File: src/rtl/alu_arbiter_if.sv
// Bundles the request, ALU and response signals of the two-requester ALU arbiter.
// The slave modport is the arbiter's view; the master modport is the requesters'/ALU view.
interface alu_arbiter_if #(
   parameter int WIDTH  = 32,
   parameter int CTRL_W = 3
);
   logic              req0_valid;
   logic              req0_ready;
   logic [CTRL_W-1:0] req0_ctrl;
   logic [WIDTH-1:0]  req0_a;
   logic [WIDTH-1:0]  req0_b;

   logic              req1_valid;
   logic              req1_ready;
   logic [CTRL_W-1:0] req1_ctrl;
   logic [WIDTH-1:0]  req1_a;
   logic [WIDTH-1:0]  req1_b;

   logic [WIDTH-1:0]  alu_rs1;
   logic [WIDTH-1:0]  alu_rs2;
   logic [CTRL_W-1:0] alu_ctrl;
   logic [WIDTH-1:0]  alu_rd;
   logic              alu_z;

   logic              rsp0_valid;
   logic              rsp0_ready;
   logic              rsp1_valid;
   logic              rsp1_ready;
   logic [WIDTH-1:0]  rsp_rd;
   logic              rsp_z;
   logic              busy;

   modport slave (
      input  req0_valid, req0_ctrl, req0_a, req0_b,
      input  req1_valid, req1_ctrl, req1_a, req1_b,
      output req0_ready, req1_ready,
      output alu_rs1, alu_rs2, alu_ctrl,
      input  alu_rd, alu_z,
      output rsp0_valid, rsp1_valid, rsp_rd, rsp_z, busy,
      input  rsp0_ready, rsp1_ready
   );

   modport master (
      output req0_valid, req0_ctrl, req0_a, req0_b,
      output req1_valid, req1_ctrl, req1_a, req1_b,
      input  req0_ready, req1_ready,
      input  alu_rs1, alu_rs2, alu_ctrl,
      output alu_rd, alu_z,
      input  rsp0_valid, rsp1_valid, rsp_rd, rsp_z, busy,
      output rsp0_ready, rsp1_ready
   );
endinterface

File: src/rtl/alu_arbiter.sv
// Round-robin share of one ALU between two requesters; one operation in flight.
// Result is sampled ALU_LAT edges after the accept edge and held until the owner's rsp_ready.
module alu_arbiter #(
   parameter int WIDTH   = 32,
   parameter int CTRL_W  = 3,
   parameter int ALU_LAT = 1
) (
   input  logic         clk,
   input  logic         rst_n,
   alu_arbiter_if.slave bus
);
   localparam int              CNT_W    = (ALU_LAT > 1) ? $clog2(ALU_LAT) : 1;
   localparam logic [CNT_W-1:0] CNT_LOAD = CNT_W'(ALU_LAT - 1);

   typedef enum logic [1:0] {IDLE, EXEC, RESP} state_t;

   typedef struct packed {
      logic [CTRL_W-1:0] ctrl;
      logic [WIDTH-1:0]  a;
      logic [WIDTH-1:0]  b;
   } op_t;

   state_t           state;
   logic [CNT_W-1:0] cnt;
   logic             last_grant;
   logic             owner;
   op_t              op_q;
   logic [WIDTH-1:0] rd_q;
   logic             z_q;
   logic             rsp0_v;
   logic             rsp1_v;
   logic             busy_q;
   logic             grant0;
   logic             grant1;
   logic             owner_rdy;

   // On a tie the requester that did not win last time gets the ALU.
   always_comb begin
      grant0 = 1'b0;
      grant1 = 1'b0;
      if (rst_n && state == IDLE) begin
         grant0 = bus.req0_valid && (!bus.req1_valid || last_grant);
         grant1 = bus.req1_valid && (!bus.req0_valid || !last_grant);
      end
   end

   assign owner_rdy = owner ? bus.rsp1_ready : bus.rsp0_ready;

   always_ff @(posedge clk or negedge rst_n) begin
      if (!rst_n) begin
         state      <= IDLE;
         cnt        <= '0;
         last_grant <= 1'b1;
         owner      <= 1'b0;
         op_q       <= '0;
         rd_q       <= '0;
         z_q        <= 1'b0;
         rsp0_v     <= 1'b0;
         rsp1_v     <= 1'b0;
         busy_q     <= 1'b0;
      end else begin
         case (state)
            IDLE: begin
               if (grant0 || grant1) begin
                  op_q       <= grant1 ? op_t'{bus.req1_ctrl, bus.req1_a, bus.req1_b}
                                       : op_t'{bus.req0_ctrl, bus.req0_a, bus.req0_b};
                  owner      <= grant1;
                  last_grant <= grant1;
                  cnt        <= CNT_LOAD;
                  busy_q     <= 1'b1;
                  state      <= EXEC;
               end
            end
            EXEC: begin
               if (cnt == '0) begin
                  rd_q   <= bus.alu_rd;
                  z_q    <= bus.alu_z;
                  rsp0_v <= !owner;
                  rsp1_v <= owner;
                  state  <= RESP;
               end else begin
                  cnt <= cnt - CNT_W'(1);
               end
            end
            RESP: begin
               if (owner_rdy) begin
                  rsp0_v <= 1'b0;
                  rsp1_v <= 1'b0;
                  busy_q <= 1'b0;
                  state  <= IDLE;
               end
            end
            default: state <= IDLE;
         endcase
      end
   end

   assign bus.req0_ready = grant0;
   assign bus.req1_ready = grant1;
   assign bus.alu_ctrl   = op_q.ctrl;
   assign bus.alu_rs1    = op_q.a;
   assign bus.alu_rs2    = op_q.b;
   assign bus.rsp0_valid = rsp0_v;
   assign bus.rsp1_valid = rsp1_v;
   assign bus.rsp_rd     = rd_q;
   assign bus.rsp_z      = z_q;
   assign bus.busy       = busy_q;
endmodule
File: src/flat_wrapper.sv
// flat-port wrapper written by rule: the top's interface ports become plain ports
module alu_arbiter_flat 
#(
   parameter int WIDTH   = 32,
   parameter int CTRL_W  = 3,
   parameter int ALU_LAT = 1
)
  (clk, rst_n, bus_req0_valid, bus_req0_ctrl, bus_req0_a, bus_req0_b, bus_req1_valid, bus_req1_ctrl, bus_req1_a, bus_req1_b, bus_req0_ready, bus_req1_ready, bus_alu_rs1, bus_alu_rs2, bus_alu_ctrl, bus_alu_rd, bus_alu_z, bus_rsp0_valid, bus_rsp1_valid, bus_rsp_rd, bus_rsp_z, bus_busy, bus_rsp0_ready, bus_rsp1_ready);
  alu_arbiter_if #(.WIDTH(WIDTH), .CTRL_W(CTRL_W)) bus_i ();
  input  logic clk;
  input  logic rst_n;
  input wire logic [$bits(bus_i.req0_valid)-1:0] bus_req0_valid;
  input wire logic [$bits(bus_i.req0_ctrl)-1:0] bus_req0_ctrl;
  input wire logic [$bits(bus_i.req0_a)-1:0] bus_req0_a;
  input wire logic [$bits(bus_i.req0_b)-1:0] bus_req0_b;
  input wire logic [$bits(bus_i.req1_valid)-1:0] bus_req1_valid;
  input wire logic [$bits(bus_i.req1_ctrl)-1:0] bus_req1_ctrl;
  input wire logic [$bits(bus_i.req1_a)-1:0] bus_req1_a;
  input wire logic [$bits(bus_i.req1_b)-1:0] bus_req1_b;
  output wire logic [$bits(bus_i.req0_ready)-1:0] bus_req0_ready;
  output wire logic [$bits(bus_i.req1_ready)-1:0] bus_req1_ready;
  output wire logic [$bits(bus_i.alu_rs1)-1:0] bus_alu_rs1;
  output wire logic [$bits(bus_i.alu_rs2)-1:0] bus_alu_rs2;
  output wire logic [$bits(bus_i.alu_ctrl)-1:0] bus_alu_ctrl;
  input wire logic [$bits(bus_i.alu_rd)-1:0] bus_alu_rd;
  input wire logic [$bits(bus_i.alu_z)-1:0] bus_alu_z;
  output wire logic [$bits(bus_i.rsp0_valid)-1:0] bus_rsp0_valid;
  output wire logic [$bits(bus_i.rsp1_valid)-1:0] bus_rsp1_valid;
  output wire logic [$bits(bus_i.rsp_rd)-1:0] bus_rsp_rd;
  output wire logic [$bits(bus_i.rsp_z)-1:0] bus_rsp_z;
  output wire logic [$bits(bus_i.busy)-1:0] bus_busy;
  input wire logic [$bits(bus_i.rsp0_ready)-1:0] bus_rsp0_ready;
  input wire logic [$bits(bus_i.rsp1_ready)-1:0] bus_rsp1_ready;
  assign bus_i.req0_valid = bus_req0_valid;
  assign bus_i.req0_ctrl = bus_req0_ctrl;
  assign bus_i.req0_a = bus_req0_a;
  assign bus_i.req0_b = bus_req0_b;
  assign bus_i.req1_valid = bus_req1_valid;
  assign bus_i.req1_ctrl = bus_req1_ctrl;
  assign bus_i.req1_a = bus_req1_a;
  assign bus_i.req1_b = bus_req1_b;
  assign bus_req0_ready = bus_i.req0_ready;
  assign bus_req1_ready = bus_i.req1_ready;
  assign bus_alu_rs1 = bus_i.alu_rs1;
  assign bus_alu_rs2 = bus_i.alu_rs2;
  assign bus_alu_ctrl = bus_i.alu_ctrl;
  assign bus_i.alu_rd = bus_alu_rd;
  assign bus_i.alu_z = bus_alu_z;
  assign bus_rsp0_valid = bus_i.rsp0_valid;
  assign bus_rsp1_valid = bus_i.rsp1_valid;
  assign bus_rsp_rd = bus_i.rsp_rd;
  assign bus_rsp_z = bus_i.rsp_z;
  assign bus_busy = bus_i.busy;
  assign bus_i.rsp0_ready = bus_rsp0_ready;
  assign bus_i.rsp1_ready = bus_rsp1_ready;
  alu_arbiter #(.WIDTH(WIDTH), .CTRL_W(CTRL_W), .ALU_LAT(ALU_LAT)) u_core (.clk(clk), .rst_n(rst_n), .bus(bus_i));
endmodule
File: config.mk
export PLATFORM = sky130hd
export DESIGN_NAME = alu_arbiter_flat
export DESIGN_NICKNAME = d
export VERILOG_FILES = /design/src/rtl/alu_arbiter_if.sv /design/src/rtl/alu_arbiter.sv /design/src/flat_wrapper.sv
export SDC_FILE = /design/constraint.sdc
export NUM_CORES = 1
export LEC_CHECK = 0
export CORE_AREA = 5 5 118 120
export DETAILED_ROUTE_END_ITERATION = 12
export DIE_AREA = 0 0 123 125
export MAX_ROUTING_LAYER = met4
export PLACE_DENSITY = 0.91
export SYNTH_ARGS = -nofsm -noshare
export SYNTH_HDL_FRONTEND = slang
export SYNTH_SLANG_ARGS = --single-unit
File: constraint.sdc
create_clock -name clk -period 2.2 [get_ports clk]
set_input_delay 0.44 -clock clk [delete_from_list [all_inputs] [get_ports clk]]
set_output_delay 0.44 -clock clk [all_outputs]
set_load 0.005 [all_outputs]
Word level (Yosys, flattened, before mapping):

Cells that the tools add are included.

* bits in registers: 108
* bits of input ports: 173
* output and inout port bits: 105
* logic and storage cells: 57

* add/sub/neg operators: 1
* equal/unequal tests: 5
* mux-type cells: 18
* bitwise operators: 1
* reduce and logical (&&, ||, !) cells: 20

Operator list (count)
* 67-bit two-way mux: 1
* 1-bit two-way mux: 9
* 3-bit AND reduction: 3
* 1-bit one-hot mux with 2 select lines: 4
* 2-bit two-way mux: 3
* 2-bit one-hot mux with 3 select lines: 1
* 2-bit AND reduction: 3
* 2-bit nonzero test: 3
* 1-bit logical NOT: 4
* 2-bit != test, second input constant: 2
* 1-bit logical AND: 3
* 1-bit logical OR: 3
* 2-bit by 1-bit equality test with 1-bit output, second input constant: 1
* 2-bit equality test, second input constant: 1
* 2-bit logical NOT: 1
* 2-bit by 1-bit != test with 1-bit output, second input constant: 1
* 1-bit inverter: 1
* 1-bit subtractor, second input constant: 1

Depth between registers and ports, before layout:

Gate-level depths: netlist of the first run.

* depth after elaboration: 7
* depth in mapped cells: 6
* mapped depth without buffers: 3

Worst setup path before layout of the first run:

OpenSTA, ideal clock, no wires.

* path kind: in2out
* start: input rst_n
* end: output bus_req1_ready
* arrival time: 1.234 ns
* data required time: 1.760 ns
* setup slack: 0.526 ns
* cell stages on the path: 4
* buffers on the path: 2
* cells stage by stage: or3b_1 buf_6 buf_6 nor2_1

* word-level cells in the longest chain between the ends: 2

RTL lines
* start: declaration: RTL line flat_wrapper.sv:11 `input logic rst_n;`
* 1-bit logical AND: RTL line alu_arbiter.sv:41 `if (rst_n && state == IDLE) begin`
* 1-bit two-way mux: RTL line alu_arbiter.sv:41
* end: declaration: RTL line flat_wrapper.sv:21 `output wire logic [$bits(bus_i.req1_ready)-1:0] bus_req1_ready;`

Every way passes these cells.

Worst setup path in the final report of the first run:

* start: register u_core.state[1]
* end: output bus_req1_ready

* word-level cells in the longest chain between the ends: 3

RTL lines
* start: declaration: RTL line alu_arbiter.sv:23 `state_t state;`
* start signal: assignment: RTL line alu_arbiter.sv:51 `state <= IDLE;`
* start signal: assignment: RTL line alu_arbiter.sv:71 `state <= EXEC;`
* start signal: assignment: RTL line alu_arbiter.sv:80 `state <= RESP;`
* 2-bit logical NOT: RTL line alu_arbiter.sv:41
* 1-bit logical AND: RTL line alu_arbiter.sv:41
* 1-bit two-way mux: RTL line alu_arbiter.sv:41

Every way passes these cells.

==> flow_metrics.env, run 1 <==
export IMPL_cap_violations=0
export IMPL_placed_area_um2=7880
export IMPL_rows=42
export IMPL_synth_cells=560
export IMPL_fin_tns_setup_ns=0
export IMPL_synth_area_um2=4950
export IMPL_via_per_inst=5.28
export IMPL_worstSetupPathType="flop to output port"
export IMPL_grt_use_total=0.232
export IMPL_status="completed"
export IMPL_nets=983
export IMPL_insertion_delay_ns=0.35
export IMPL_reg2regPathDepth=5
export IMPL_avgSynthCellArea_um2=8.85
export IMPL_drtPass1Iterations=6
export IMPL_pwr_density_cell_nw_per_um2=1150
export IMPL_grt_overflow=0
export IMPL_core_area_um2=12900
export IMPL_hold_viol=0
export IMPL_timing_final_crit_period_ns=2.12
export IMPL_antenna_left=0
export IMPL_io_buffers=277
export IMPL_grt_pass1_vias=5242
export IMPL_reg2reg_from="u_core.state[1]"
export IMPL_grt_start_max_net_pins=86
export IMPL_r2r_slack_ns=0.15
export IMPL_endpoint="bus_req1_ready"
export IMPL_critPathMaxFanout=5
export IMPL_synthFlopType="dfrtp_1"
export IMPL_cts_htree_levels=3
export IMPL_cp_start_kind="flop"
export IMPL_numCtsBuffers=9
export IMPL_dr_total_vias=5235
export IMPL_fillers=1068
export IMPL_synth_seq_cells=107
export IMPL_wl_per_cell_um=17.8
export IMPL_seq_area_um2=2680
export IMPL_critPathRequiredTime_ns=1.76
export IMPL_drt_total_wl_mm=17.6
export IMPL_syn2layout_area_growth_pct=64.6
export IMPL_arrival_ns=1.68
export IMPL_max_freq_ghz=0.472
export IMPL_worst_ir_drop_vdd_uv=540
export IMPL_slew_violations=0
export IMPL_drc=0
export IMPL_drt_iter0_markers=440
export IMPL_synthArstFlopShare=1.00
export IMPL_io_pins=278
export IMPL_n_antenna_cell=0
export IMPL_start_util=0.385
export IMPL_p_leak_nw=3.26
export IMPL_cts_tree="yes"
export IMPL_syn_num_nets=733
export IMPL_multi_input_area_um2=1980
export IMPL_antenna_found_initial=0
export IMPL_hp_class="input pin to async pin"
export IMPL_die_y_um=125
export IMPL_finalClockSkew_ns=0.00720
export IMPL_cts_root_buf="clkbuf_16"
export IMPL_r2r_end="u_core.bus.alu_rs1[24]"
export IMPL_finalCritPeriodShare=0.962
export IMPL_ys_warn_count=0
export IMPL_dp_hpwl_mm=12.1
export IMPL_relSlewSlack=0.320
export IMPL_ys_types=28
export IMPL_endpoint_kind="output port"
export IMPL_path_clk_slew_ns=0.07
export IMPL_worstSetupStartpoint="u_core.state[1]"
export IMPL_post_route_cell_area_um2=8160
export IMPL_die_w_um=123
export IMPL_rsz0062_at_grt="no"
export IMPL_ctsLongestPathBuffers=2
export IMPL_cts_num_sinks=107
export IMPL_drive_gt1_frac=0.0564
export IMPL_synth_edf_count=0
export IMPL_die_area_um2=15400
export IMPL_finalSetupViolCount=0
export IMPL_yosysSeqAreaShare=0.541
export IMPL_gp_congestion=0.849
export IMPL_grt_first_pass_wirelength_mm=27.4
export IMPL_tightestPinTransition_ns=1.02
export IMPL_whs_ns=0.203
## power by group
part	total [mW]	switching, mW	internal (mW)
logic	4.40	1.91	2.50
clock network	1.51	0.740	0.774
registers	3.46	0.543	2.91
## worst min-delay path by stage
stage	startpoint	slack, ns	end	cells past startpoint
floorplan	rst_n	0.14	u_core.bus.alu_ctrl[0]	0
global placement	u_core.bus.rsp_rd[7]	0.46	u_core.bus.rsp_rd[7]	2
detailed placement	u_core.bus.rsp_rd[3]	0.46	u_core.bus.rsp_rd[3]	2
CTS	rst_n	0.21	u_core.bus.alu_rs1[1]	3
global route	rst_n	0.25	u_core.bus.rsp_rd[24]	3
finish	rst_n	0.20	u_core.bus.alu_rs2[25]	3
## per-layer routing
layer,global-route usage,up-vias,part of all wire,wire [um]
li1,-,2491,-,-
met1,0.277,2462,0.40,7010
met2,0.374,240,0.48,8440
met3,0.0510,42,0.088,1540
met4,0.102,0,0.035,622
met5,-,-,0,0
## logic make-up (layout without fill, tap and decap cells)
logic type / count (synthesis) / count (layout) / share of synthesized area
compound gates: 209 / 209 / 0.232
buf+inv: 62 / 317 / 0.0624
flops: 107 / 107 / 0.541
mux: 1 / 1 / 0.00227
simple gates: 181 / 181 / 0.163
## timing repair
action | CTS | global route
hold buffers | 0 | 0
resized for setup | 2 | 1
hold endpoints to repair | 0 | 0
setup endpoints to repair | 2 | 1
setup buffers | 1 | 0
pin swaps | 1 | 0
## cell usage in the layout (no fill, tap or decap), types with 2 or more instances in the layout
| cell | count |
|---|---|
| nand2b_1 | 2 |
| a31oi_1 | 67 |
| nand2_1 | 102 |
| clkinvlp_4 | 3 |
| dlygate4sd2_1 | 2 |
| dfrtp_1 | 106 |
| a21oi_1 | 67 |
| clkbuf_16 | 9 |
| o21ai_1 | 9 |
| clkinv_4 | 2 |
| clkdlybuf4s50_1 | 274 |
| buf_12 | 5 |
| buf_4 | 18 |
| o22ai_1 | 2 |
| a21o_1 | 2 |
| nand3_1 | 68 |
| clkbuf_1 | 2 |
| inv_1 | 2 |
| o21ai_0 | 60 |
## critical path: stages, from the launching register on
cell and delay [ns]:
dfrtp_1 0.41, or3b_2 0.51, nor2_2 0.14, dlygate4sd2_1 0.28
## sequential cells by signal, summed over array words and instances (netlist names)
name                   flops
u_core.owner               1
u_core.bus.rsp0_valid      1
u_core.bus.rsp1_valid      1
u_core.bus.alu_ctrl        3
u_core.bus.alu_rs2        32
u_core.bus.alu_rs1        32
u_core.state               2
u_core.bus.busy            1
u_core.bus.rsp_z           1
u_core.bus.rsp_rd         32
u_core.last_grant          1
## cell usage after synthesis, types with 6 or more instances
| cell | count | area (um^2) |
|---|---|---|
| nand3_1 | 68 | 340 |
| a31oi_1 | 67 | 419 |
| nand2_1 | 102 | 383 |
| dfrtp_1 | 106 | 2650 |
| buf_2 | 22 | 110 |
| clkbuf_1 | 29 | 109 |
| o21ai_1 | 9 | 45.0 |
| buf_6 | 6 | 67.6 |
| o21ai_0 | 60 | 300 |
| a21oi_1 | 67 | 335 |
## metrics by stage
| step | utilization | power, mW | instances | setup WS [ns] |
|---|---|---|---|---|
| 6_report | 0.634 | 9.38 | 991 | 0.0829 |
| 3_5_place_dp | 0.612 | 7.92 | 974 | -0.0802 |
| 4_1_cts | 0.633 | 9.46 | 991 | 0.0398 |
| 2_1_floorplan | - | 5.14 | 560 | 0.526 |
| 3_3_place_gp | 0.612 | 7.75 | 974 | -0.0676 |
| 5_1_grt | 0.634 | 10.0 | 991 | 0.00555 |
## area by class of cell
| type | instances | share of cell area |
|---|---|---|
| Timing Repair Buffer | 299 | 0.367 |
| Sequential cell | 107 | 0.328 |
| Clock buffer | 11 | 0.0285 |
| Multi-Input combinational cell | 391 | 0.243 |
| Inverter | 2 | 0.000920 |
| Tap cell | 176 | 0.0270 |
| Clock inverter | 5 | 0.00491 |
(Power assumes the default switching activity.)
==> run 2: changes to the inputs <==
GPL_TIMING_DRIVEN = 0   (was not set)
==> run 2 against run 1 <==
Compared with the run above: routed wire length is 11% higher; register-to-register slack better by 0.15 ns; via count is 6.1% higher; count of clock-buffer cells in the layout is 1 lower; design area is 3.8% higher; maximum frequency is 0.39% higher; setup slack better by 0.0081 ns; highest routed layer unchanged.
==> flow_metrics.env, run 2 (synthesized netlist as in run 1, its figures left out) <==
export IMPL_worst_ir_drop_vdd_uv=587
export IMPL_critPathMaxFanout=10
export IMPL_critPathRequiredTime_ns=1.76
export IMPL_slew_violations=0
export IMPL_finalCritPeriodShare=0.959
export IMPL_fin_total_pwr_mw=9.86
export IMPL_cap_violations=0
export IMPL_die_w_um=123
export IMPL_antenna_left=0
export IMPL_drt_total_wl_mm=19.6
export IMPL_grt_use_total=0.255
export IMPL_drive_gt1_frac=0.0719
export IMPL_final_cells=1038
export IMPL_tightestPinTransition_ns=1.09
export IMPL_final_common_cell="clkdlybuf4s50_1"
export IMPL_timing_final_crit_period_ns=2.11
export IMPL_ctsLongestPathBuffers=2
export IMPL_rsz0062_at_grt="no"
export IMPL_hold_viol=0
export IMPL_worstSetupPathType="flop to output port"
export IMPL_io_buffers=277
export IMPL_nets=1030
export IMPL_status="completed"
export IMPL_relSlewSlack=0.273
export IMPL_die_y_um=125
export IMPL_dp_hpwl_mm=14.4
export IMPL_drtPass1Iterations=5
export IMPL_grt_pass1_vias=5711
export IMPL_drc=0
export IMPL_grt_overflow=0
export IMPL_finalClockSkew_ns=0.00759
export IMPL_p_leak_nw=3.44
export IMPL_insertion_delay_ns=0.35
export IMPL_drt_iter0_markers=430
export IMPL_grt_start_max_net_pins=32
export IMPL_via_per_inst=5.35
export IMPL_fin_tns_setup_ns=0
export IMPL_cp_start_kind="flop"
export IMPL_core_area_um2=12900
export IMPL_cts_htree_levels=3
export IMPL_gp_congestion=0.920
export IMPL_grt_first_pass_wirelength_mm=29.9
export IMPL_die_area_um2=15400
export IMPL_arrival_ns=1.67
export IMPL_path_clk_slew_ns=0.08
export IMPL_n_antenna_cell=0
export IMPL_wl_per_cell_um=18.9
export IMPL_pwr_density_cell_nw_per_um2=1160
export IMPL_cts_tree="yes"
export IMPL_reg2reg_from="u_core.state[1]"
export IMPL_max_freq_ghz=0.474
export IMPL_dr_total_vias=5553
export IMPL_cts_num_sinks=107
export IMPL_io_pins=278
export IMPL_antenna_found_initial=0
export IMPL_syn2layout_area_growth_pct=70.9
export IMPL_r2r_end="u_core.bus.alu_rs2[26]"
export IMPL_start_util=0.385
export IMPL_final_cell_mix="274 x clkdlybuf4s50_1, 106 x dfrtp_1, 102 x nand2_1"
export IMPL_endpoint_kind="output port"
export IMPL_r2r_slack_ns=0.30
export IMPL_hp_class="input pin to async pin"
export IMPL_cts_root_buf="clkbuf_16"
export IMPL_rows=42
export IMPL_dp_cells=1014
export IMPL_reg2regPathDepth=6
export IMPL_numCtsBuffers=9
export IMPL_finalSetupViolCount=0
[run 2: cell count changes in the layout (fill, tap and decap cells not counted), sizes merged]
| cell | change |
|---|---|
| buf | +15 |
| clkinvlp | -2 |
| clkbuf | +28 |
| bufbuf | +3 |
| dlygate4sd3 | +1 |
| dlygate4sd2 | -1 |
| inv | +1 |
| bufinv | +2 |
[run 2: metrics by stage]
step / setup WS (ns) / cell area, um^2 / hold WS [ns] / utilization
floorplan: 0.526 / 4950 / 0.144 / -
global placement: -4.39 / 7950 / 0.456 / 0.617
detailed placement: -1.14 / 7970 / 0.464 / 0.619
CTS: 0.0515 / 8450 / 0.0335 / 0.656
global route: 0.00373 / 8470 / 0.0342 / 0.658
finish: 0.0910 / 8470 / 0.0383 / 0.658
[run 2: power by group]
part           total [mW]  leakage (nW)  switching, mW  internal (mW)
registers            3.47          1.23          0.551           2.91
clock network        1.78         0.159          0.752           1.03
logic                4.61          2.06           2.02           2.59
[run 2: cell type report]
| class | instances | area (um^2) |
|---|---|---|
| inverter | 2 | 7.51 |
| clock buffer | 10 | 239 |
| fill | 1074 | 4410 |
| tap | 176 | 220 |
| buffer | 58 | 292 |
| timing repair buffer | 288 | 2970 |
| sequential | 107 | 2680 |
| clock inverter | 6 | 86.3 |
| multi-input combinational | 391 | 1970 |
[run 2: how the worst max path moves through the flow]
stage          slack, ns       startpoint              to  depth (start not counted)
2_1_floorplan       0.53            rst_n  bus_req1_ready                          4
3_3_place_gp       -4.39            rst_n  bus_req0_ready                          7
3_5_place_dp       -1.14            rst_n  bus_req1_ready                          7
4_1_cts             0.05  u_core.state[1]  bus_req1_ready                          5
5_1_grt            0.004  u_core.state[0]  bus_req1_ready                          5
6_report            0.09  u_core.state[1]  bus_req1_ready                          5
[run 2: repair_timing]
action / in CTS / in global routing
hold buffers: 1 / 0
pin swaps: 0 / 0
endpoints found under the hold margin: 22 / 0
resized for setup: 12 / 1
gates cloned: 3 / 0
setup endpoints to repair: 63 / 2
setup buffers: 4 / 2
[run 2: routing by layer]
metal	up-vias	track usage	part of all wire
li1	2595	-	-
met1	2643	0.291	0.38
met2	265	0.428	0.49
met3	50	0.0614	0.088
met4	0	0.105	0.036
met5	-	-	0
[run 2: worst max-delay path: stages, from the launching register on]
cell and delay, ns:
dfrtp_1 0.39, or3b_1 0.40, buf_6 0.14, buf_6 0.14
nor2_4 0.13, buf_6 0.12
==> run 3: changes to the inputs <==
RECOVER_POWER = 100   (was not set)
==> run 3 against run 2 <==
Compared with the run above: the run now ends with max-capacitance violations, max-slew violations left; clock power barely moved; die area did not move; sequential share of layout area rose by 0.53 points; register-to-register slack got worse by 0.18 ns; first-iteration DRC count fell by 4.2%; global-route usage did not move; count of clock-buffer cells in the layout did not move; combinational power fell by 8.5%; sequential power fell by 1%; critical path type is now input pin to output port; critical endpoint unchanged.
==> flow_metrics.env, run 3 (synthesized netlist as in run 1, its figures left out) <==
export IMPL_reg2reg_from="u_core.state[0]"
export IMPL_drt_total_wl_mm=19.6
export IMPL_hp_class="input pin to async pin"
export IMPL_syn2layout_area_growth_pct=68.1
export IMPL_grt_use_total=0.255
export IMPL_post_place_ws_ns=-1.14
export IMPL_numCtsBuffers=9
export IMPL_cts_num_sinks=107
export IMPL_drtPass1Iterations=5
export IMPL_crit_path_frequent_cell="buf_6"
export IMPL_antenna_found_initial=0
export IMPL_setup_ws_ns=0.0855
export IMPL_final_cell_mix="171 x clkdlybuf4s50_1, 106 x dfrtp_1, 104 x dlygate4sd3_1"
export IMPL_dp_cells=1014
export IMPL_multi_input_area_um2=1960
export IMPL_crit_path_top_delay_cell="or3b_1"
export IMPL_status="finished with violations"
export IMPL_placed_area_um2=7970
export IMPL_cts_tree="yes"
export IMPL_io_buffers=277
export IMPL_critPathMaxFanout=10
export IMPL_start_util=0.385
export IMPL_ctsLongestPathBuffers=2
export IMPL_finalCritPeriodShare=0.961
export IMPL_critPathRequiredTime_ns=1.76
export IMPL_endpoint="bus_req1_ready"
export IMPL_pwr_density_cell_nw_per_um2=1130
export IMPL_crit_chain="buf_16, clkbuf_1, or3b_1, buf_6, buf_6, nor2_4, buf_6"
export IMPL_final_common_cell="clkdlybuf4s50_1"
export IMPL_fillers=1099
export IMPL_rows=42
export IMPL_arrival_ns=1.67
export IMPL_reg2regPathDepth=7
export IMPL_hold_viol=0
export IMPL_cpLargestDelayFamily="buffers and inverters"
export IMPL_tightestPinTransition_ns=1.64
export IMPL_seq_area_um2=2680
export IMPL_die_area_um2=15400
export IMPL_cts_root_buf="clkbuf_16"
export IMPL_nets=1030
export IMPL_drive_gt1_frac=0.0638
export IMPL_die_w_um=123
export IMPL_endpoint_kind="output port"
export IMPL_dp_hpwl_mm=14.4
export IMPL_fin_total_pwr_mw=9.43
export IMPL_p_leak_nw=3.36
export IMPL_n_antenna_cell=0
export IMPL_worstSetupStartpoint="rst_n"
export IMPL_drt_iter0_markers=412
export IMPL_r2r_slack_ns=0.12
export IMPL_via_per_inst=5.36
export IMPL_path_buf_inv=5
export IMPL_final_core_util=0.647
export IMPL_path_clk_slew_ns=0.07
export IMPL_grt_overflow=0
export IMPL_fin_tns_setup_ns=0
export IMPL_dr_total_vias=5561
export IMPL_finalSetupViolCount=0
export IMPL_relSlewSlack=-0.0929
export IMPL_cap_violations=1
export IMPL_post_route_cell_area_um2=8330
export IMPL_grt_pass1_vias=5711
export IMPL_cp_slowest_stage_delay_ns=0.39
export IMPL_whs_ns=0.273
export IMPL_io_pins=278
export IMPL_cp_depth=7
export IMPL_cp_start_kind="input pin"
export IMPL_drc=0
export IMPL_worst_ir_drop_vdd_uv=554
export IMPL_die_y_um=125
export IMPL_grt_start_max_net_pins=32
export IMPL_violations="max-capacitance violations, max-slew violations"
export IMPL_finalClockSkew_ns=0.00575
export IMPL_max_freq_ghz=0.473
export IMPL_cts_htree_levels=3
export IMPL_rsz0062_at_grt="no"
export IMPL_gp_congestion=0.920
export IMPL_r2r_end="u_core.bus.alu_rs2[5]"
export IMPL_core_area_um2=12900
export IMPL_worstSetupPathType="input pin to output port"
export IMPL_slew_violations=32
export IMPL_antenna_left=0
export IMPL_wl_per_cell_um=18.9
export IMPL_insertion_delay_ns=0.36
export IMPL_final_cells=1038
export IMPL_grt_first_pass_wirelength_mm=29.9
export IMPL_timing_final_crit_period_ns=2.11
run 3: routing by layer:
layer  wire length [um]  share of wire  GRT usage  vias to the layer above
met5                  0              0          -                        -
met4                713          0.036      0.105                        0
met3               1690          0.086     0.0614                       49
met2               9710           0.50      0.428                      267
met1               7500           0.38      0.291                     2648
li1                   -              -          -                     2597
run 3: area by class of cell:
class | count | area share
Buffer | 58 | 0.0338
Clock buffer | 10 | 0.0287
Clock inverter | 6 | 0.0104
Inverter | 2 | 0.000901
Multi-Input combinational cell | 391 | 0.235
Sequential cell | 107 | 0.322
Tap cell | 176 | 0.0264
Timing Repair Buffer | 288 | 0.343
run 3: worst register-to-register path, delay by kind of cell (launching register included):
family          cells  cell delay (ns)
compound gates      1             0.10
flops               1             0.41
simple gates        2             0.77
buf+inv             4             0.68
run 3: worst min-delay path by stage:
| stage | start | to | slack (ns) | cells past startpoint |
|---|---|---|---|---|
| floorplan | rst_n | u_core.bus.alu_ctrl[0] | 0.14 | 0 |
| global placement | u_core.bus.rsp_rd[14] | u_core.bus.rsp_rd[14] | 0.46 | 2 |
| detailed placement | u_core.bus.rsp_rd[20] | u_core.bus.rsp_rd[20] | 0.46 | 2 |
| CTS | rst_n | u_core.bus.alu_rs1[25] | 0.03 | 1 |
| global route | rst_n | u_core.bus.rsp_rd[26] | 0.35 | 2 |
| finish | rst_n | u_core.bus.alu_rs2[26] | 0.27 | 2 |
run 3: repair_timing:
item,4_1_cts,5_1_grt
endpoints found under the setup margin,63,2
gates cloned,3,0
gates resized for setup,12,1
hold buffers,1,0
hold endpoints to repair,22,0
setup buffers,4,2
pin swaps,0,0
run 3: power by group:
group / switching [mW] / total [mW] / internal (mW)
registers: 0.514 / 3.43 / 2.91
clock network: 0.764 / 1.79 / 1.03
logic: 2.01 / 4.22 / 2.20
